$ cat config.mk
export PLATFORM = sky130hd
export DESIGN_NAME = pattern_stream_generator_flat
export DESIGN_NICKNAME = d
export VERILOG_FILES = /design/src/rtl/pattern_stream_generator_if.sv /design/src/rtl/pattern_stream_generator.sv /design/src/flat_wrapper.sv
export SDC_FILE = /design/constraint.sdc
export NUM_CORES = 1
export LEC_CHECK = 0
export BUFFER_PORTS_ARGS = -buffer_cell sky130_fd_sc_hd__buf_2
export CELL_PAD_IN_SITES_DETAIL_PLACEMENT = 0
export CELL_PAD_IN_SITES_GLOBAL_PLACEMENT = 1
export CORE_ASPECT_RATIO = 0.75
export CORE_UTILIZATION = 46
export CTS_BUF_LIST = sky130_fd_sc_hd__clkbuf_4
export DETAILED_ROUTE_END_ITERATION = 7
export HOLD_SLACK_MARGIN = 0.08
export PLACE_DENSITY = 0.95
export SKIP_CTS_REPAIR_TIMING = 1
export SLEW_MARGIN = 15
export SYNTH_ARGS = -nofsm -noshare
export SYNTH_HDL_FRONTEND = slang
export SYNTH_SLANG_ARGS = --single-unit
$ cat constraint.sdc
create_clock -name clk -period 3.2 [get_ports clk]
set_input_delay 0.16 -clock clk [delete_from_list [all_inputs] [get_ports clk]]
set_output_delay 0.16 -clock clk [all_outputs]
set_load 0.03 [all_outputs]
$ cat src/rtl/pattern_stream_generator_if.sv
// Handshake bundle for pattern_stream_generator: frame request inputs and serial outputs.
interface pattern_stream_generator_if #(
  parameter int unsigned PAT_W = 4
);
  logic             start;
  logic [PAT_W-1:0] string1;
  logic [3:0]       n_req;
  logic             string2;
  logic             bit_valid;
  logic             busy;
  logic             done;
  logic [2:0]       sent;

  modport master (
    output start, string1, n_req,
    input  string2, bit_valid, busy, done, sent
  );

  modport slave (
    input  start, string1, n_req,
    output string2, bit_valid, busy, done, sent
  );
endinterface

$ cat src/rtl/pattern_stream_generator.sv
// Serial frame generator: packs up to FRAME_BITS/PAT_W copies of a pattern LSB first, pads
// with the complement of pattern bit 0, then emits a one-cycle done gap.
module pattern_stream_generator #(
  parameter int unsigned FRAME_BITS = 20,
  parameter int unsigned PAT_W      = 4
) (
  input logic                       clk,
  input logic                       rst,
  pattern_stream_generator_if.slave bus
);
  localparam int unsigned MaxCopies = FRAME_BITS / PAT_W;
  localparam int unsigned IdxW      = (FRAME_BITS > 1) ? $clog2(FRAME_BITS) : 1;
  localparam int unsigned PosW      = (PAT_W > 1) ? $clog2(PAT_W) : 1;
  localparam logic [IdxW-1:0] LastIdx = IdxW'(FRAME_BITS - 1);

  typedef enum logic [1:0] {StIdle, StSend, StGap} state_e;

  state_e           r_state, w_state_d;
  logic [IdxW-1:0]  r_idx, w_idx_d;
  logic [PAT_W-1:0] r_pat, w_pat_d;
  logic [3:0]       r_copies, w_copies_d;
  logic             r_fill, w_fill_d;
  logic             r_string2, w_string2_d;
  logic             r_bit_valid, w_bit_valid_d;
  logic             r_busy, w_busy_d;
  logic             r_done, w_done_d;
  logic [2:0]       r_sent, w_sent_d;
  logic [3:0]       w_clamp;

  function automatic logic f_bit(input logic [IdxW-1:0]  idx,
                                 input logic [PAT_W-1:0] pat,
                                 input logic [3:0]       copies,
                                 input logic             fill);
    int unsigned pos;
    if (32'(idx) < 32'(copies) * PAT_W) begin
      pos = 32'(idx) % PAT_W;
      return pat[PosW'(pos)];
    end
    return fill;
  endfunction

  assign w_clamp = (32'(bus.n_req) < MaxCopies) ? bus.n_req : 4'(MaxCopies);

  // Outputs are registered from the next-state decode, so r_idx is the index of the bit
  // being loaded; the done cycle is already IDLE and can accept a back-to-back start.
  always_comb begin
    w_state_d     = r_state;
    w_idx_d       = r_idx;
    w_pat_d       = r_pat;
    w_copies_d    = r_copies;
    w_fill_d      = r_fill;
    w_sent_d      = r_sent;
    w_string2_d   = 1'b0;
    w_bit_valid_d = 1'b0;
    w_busy_d      = 1'b0;
    w_done_d      = 1'b0;
    unique case (r_state)
      StIdle: begin
        if (bus.start) begin
          w_pat_d       = bus.string1;
          w_copies_d    = w_clamp;
          w_fill_d      = ~bus.string1[0];
          w_sent_d      = 3'(w_clamp);
          w_string2_d   = f_bit('0, bus.string1, w_clamp, ~bus.string1[0]);
          w_bit_valid_d = 1'b1;
          w_busy_d      = 1'b1;
          w_idx_d       = IdxW'(1);
          w_state_d     = (FRAME_BITS > 1) ? StSend : StGap;
        end
      end
      StSend: begin
        w_string2_d   = f_bit(r_idx, r_pat, r_copies, r_fill);
        w_bit_valid_d = 1'b1;
        w_busy_d      = 1'b1;
        if (r_idx == LastIdx) begin
          w_state_d = StGap;
        end else begin
          w_idx_d = r_idx + 1'b1;
        end
      end
      StGap: begin
        w_done_d  = 1'b1;
        w_busy_d  = 1'b1;
        w_idx_d   = '0;
        w_state_d = StIdle;
      end
      default: w_state_d = StIdle;
    endcase
  end

  always_ff @(posedge clk) begin
    if (rst) begin
      r_state     <= StIdle;
      r_idx       <= '0;
      r_pat       <= '0;
      r_copies    <= '0;
      r_fill      <= 1'b0;
      r_string2   <= 1'b0;
      r_bit_valid <= 1'b0;
      r_busy      <= 1'b0;
      r_done      <= 1'b0;
      r_sent      <= '0;
    end else begin
      r_state     <= w_state_d;
      r_idx       <= w_idx_d;
      r_pat       <= w_pat_d;
      r_copies    <= w_copies_d;
      r_fill      <= w_fill_d;
      r_string2   <= w_string2_d;
      r_bit_valid <= w_bit_valid_d;
      r_busy      <= w_busy_d;
      r_done      <= w_done_d;
      r_sent      <= w_sent_d;
    end
  end

  assign bus.string2   = r_string2;
  assign bus.bit_valid = r_bit_valid;
  assign bus.busy      = r_busy;
  assign bus.done      = r_done;
  assign bus.sent      = r_sent;
endmodule
$ cat src/flat_wrapper.sv
// flat-port wrapper written by rule: the top's interface ports become plain ports
module pattern_stream_generator_flat 
#(
  parameter int unsigned FRAME_BITS = 20,
  parameter int unsigned PAT_W      = 4
)
  (clk, rst, bus_start, bus_string1, bus_n_req, bus_string2, bus_bit_valid, bus_busy, bus_done, bus_sent);
  pattern_stream_generator_if #(.PAT_W(PAT_W)) bus_i ();
  input logic clk;
  input logic rst;
  input wire logic [$bits(bus_i.start)-1:0] bus_start;
  input wire logic [$bits(bus_i.string1)-1:0] bus_string1;
  input wire logic [$bits(bus_i.n_req)-1:0] bus_n_req;
  output wire logic [$bits(bus_i.string2)-1:0] bus_string2;
  output wire logic [$bits(bus_i.bit_valid)-1:0] bus_bit_valid;
  output wire logic [$bits(bus_i.busy)-1:0] bus_busy;
  output wire logic [$bits(bus_i.done)-1:0] bus_done;
  output wire logic [$bits(bus_i.sent)-1:0] bus_sent;
  assign bus_i.start = bus_start;
  assign bus_i.string1 = bus_string1;
  assign bus_i.n_req = bus_n_req;
  assign bus_string2 = bus_i.string2;
  assign bus_bit_valid = bus_i.bit_valid;
  assign bus_busy = bus_i.busy;
  assign bus_done = bus_i.done;
  assign bus_sent = bus_i.sent;
  pattern_stream_generator #(.FRAME_BITS(FRAME_BITS), .PAT_W(PAT_W)) u_core (.clk(clk), .rst(rst), .bus(bus_i));
endmodule
==> run_results.csv <==
group,metric,value,unit
layout,fillers,197,
routing,wl_per_cell,13.3,µm
sta,setup_viol,0,
routing,antenna_left,0,
layout,fin_nets,142,
synth,yosysSeqAreaShare,0.407,
routing,wl_met2,808,µm
routing,routed.top_layer,"met4",
grt,grt_usage,0.195,
sta,tns,0,ns
sta,setup_slack,1.55,ns
placement,io_buffers,17,
layout,post-route-util,0.540,
synth,synth_cell_type_count,32,
sta,rsz0062_at_grt,"no",
die,start_util,0.488,
sta,clock_skew,0.00640,ns
grt,grt_max_degree,16,
sta,slew_headroom,0.644,
synth,yosysTopAreaCell,"dfxtp_1",
cts,path_clk_slew,0.11,ns
layout,area_delta_synth_final,10.6,%
worst_setup_path,worstPathMaxFanout,7,
sta,finalMaxSlewViolations,0,
layout,final_layout_size_suffix_gt1_frac,0.197,
synth,async_flop_share,0,
sta,period_share,0.516,
sta,fmax,606,MHz
synth,synth_seq_cells,20,
worst_setup_path,worstSetupPathType,"flop to flop",
placement,place.gp.congestion,0.854,
routing,drt_drc_violations_left,0,
power,ir_drop,259,µV
placement,pre_cts_ws,1.56,ns
die,ios,18,
placement,place_area,0.00106,mm²
sta,hold_violations,0,
grt,overflow,0,
synth,syn_nets,126,
routing,finalWirelength,1.94,mm
synth,synth_most_common_cell,"dfxtp_1",
die,num_rows,14,
synth,syn_area,983,µm²
grt,grt_pass1_vias,754,
cts,cts_max_level,1,
die,die_h,42.0,µm
layout,finalInstanceArea,0.00109,mm²
synth,synth_top_area_share,0.407,
grt,grt_pass1_wl,3.39,mm
routing,drtIter0Drc,23,
die,core-area,0.00201,mm²
layout,diodes,0,
job,drv_cap,0,
cts,numClockSinks,20,
die,die_w,55.4,µm
placement,hpwl,1.48,mm
routing,dr.pass1.iters,4,
routing,dr_wl_met3,105,µm
cts,cts_buffers,3,
routing,m1WireLength,988,µm
grt,antenna_found_initial,0,
layout,ff_latch_area,400,µm²
power,p_leak,0.466,nW
die,dieArea,0.00233,mm²
synth,synth_commonest_cells,"dfxtp_1, nand2_1, a21oi_1",
worst_setup_path,cp-start-kind,"flop",
routing,vias,811,
cts,clock_path_buffers,2,
sta,finalCriticalPeriod,1.65,ns
synth,synth_flop_cell,"dfxtp_1",
layout,multi_input_area,531,µm²
cts,clock_latency,0.31,ns
synth,avgSynthCellArea,9.11,µm²
routing,vias_per_cell,5.55,
power,power_density,440,mW/mm²
synth,synth_warnings,0,
sta,worstMarginPinSlew,0.529,ns
hold_path,min_path_type,"input port to flop",
cts,cts-root-buf,"clkbuf_4",
worst_setup_path,cp.required,3.38,ns
synth,synth-edff-count,0,
run_status,run_status,"finished, final reports clean",
cts,cts_tree,"built",
synth,netlist_top_cells_area,"dfxtp_1, ha_1, a21oi_1",
synth,synth_cells,108,
worst_setup_path,crit_arrival,1.83,ns
worst_setup_path,crit_path_end_kind,"flop",
critical path, stage by stage (launching register included):
cell      delay, ns
dfxtp_1        0.39
inv_1          0.08
ha_1           0.24
and2b_4        0.21
a211oi_4       0.32
nor2b_1        0.22
nor4_1         0.07
report_power, final:
group | total [mW] | internal, mW | switching (mW)
Combinational | 0.0885 | 0.0331 | 0.0554
Clock | 0.119 | 0.0440 | 0.0749
Sequential | 0.271 | 0.263 | 0.00830
Total | 0.478 | 0.340 | 0.139
path summary, 6_finish.rpt:
kind                                                startpoint                            to  slack, ns  cells past startpoint
worst max-delay path            u_core.r_state[0]$_SDFFE_PP0P_  u_core.r_idx[2]$_SDFFE_PP0P_       1.55                      6
worst min-delay path                            bus_string1[2]  u_core.r_pat[2]$_SDFFE_PP0P_       0.08                      3
worst max register to register  u_core.r_state[0]$_SDFFE_PP0P_  u_core.r_idx[2]$_SDFFE_PP0P_       1.55                      6
worst min register to register    u_core.r_pat[2]$_SDFFE_PP0P_  u_core.r_pat[2]$_SDFFE_PP0P_       0.46                      2
cells by family (layout without fill, tap and decap cells):
kind of cell               Yosys count  after routing  share of synthesized area
AOI/OAI and AO/OA                   22             22                      0.160
DFF                                 20             20                      0.407
adders and majority gates            7              7                     0.0891
xor gates and xnor gates             2              2                     0.0178
muxes                                1              1                     0.0229
buffers and inverters               11             25                     0.0534
and+or+nand+nor                     45             45                      0.249
metrics by stage:
| stage | power, mW | hold WS, ns | instances |
|---|---|---|---|
| global route | 0.505 | 0.100 | 146 |
| global placement | 0.362 | 0.401 | 143 |
| detailed placement | 0.365 | 0.405 | 143 |
| CTS | 0.483 | 0.0720 | 146 |
| finish | 0.478 | 0.0849 | 146 |
| floorplan | 0.342 | 0.232 | 108 |
metal layers:
metal	global-route usage	vias to the layer above
li1	-	413
met1	0.253	373
met2	0.289	20
met3	0.0710	5
met4	0.0900	0
met5	0	-
flip-flops by register name, summed over array words and instances, names as in the netlist:
signal / flops
u_core.bus.bit_valid: 1
u_core.bus.busy: 1
u_core.bus.done: 1
u_core.bus.sent: 2
u_core.bus.string2: 1
u_core.r_copies: 2
u_core.r_fill: 1
u_core.r_idx: 5
u_core.r_pat: 4
u_core.r_state: 2
cell usage in the layout, fill, tap and decap left out, types with 2 or more instances in the layout:
master / n
xnor2_1: 2
nor2_1: 8
buf_2: 17
nor2b_1: 2
nand3_1: 2
nand2_1: 11
inv_1: 5
a21oi_1: 10
nand2b_1: 3
o21ai_0: 2
o211a_1: 2
a211oi_1: 2
ha_1: 7
clkbuf_4: 3
nor4_1: 4
dfxtp_1: 20
nor3_1: 7
cell type report:
cell class | instances | share of cell area
flip-flops and latches | 20 | 0.368
inverters | 5 | 0.0173
repair buffers | 17 | 0.0783
multi-input cells | 77 | 0.488
clock buffers | 3 | 0.0207
well taps | 24 | 0.0276
Note: power is estimated with default switching activity, not from simulation.
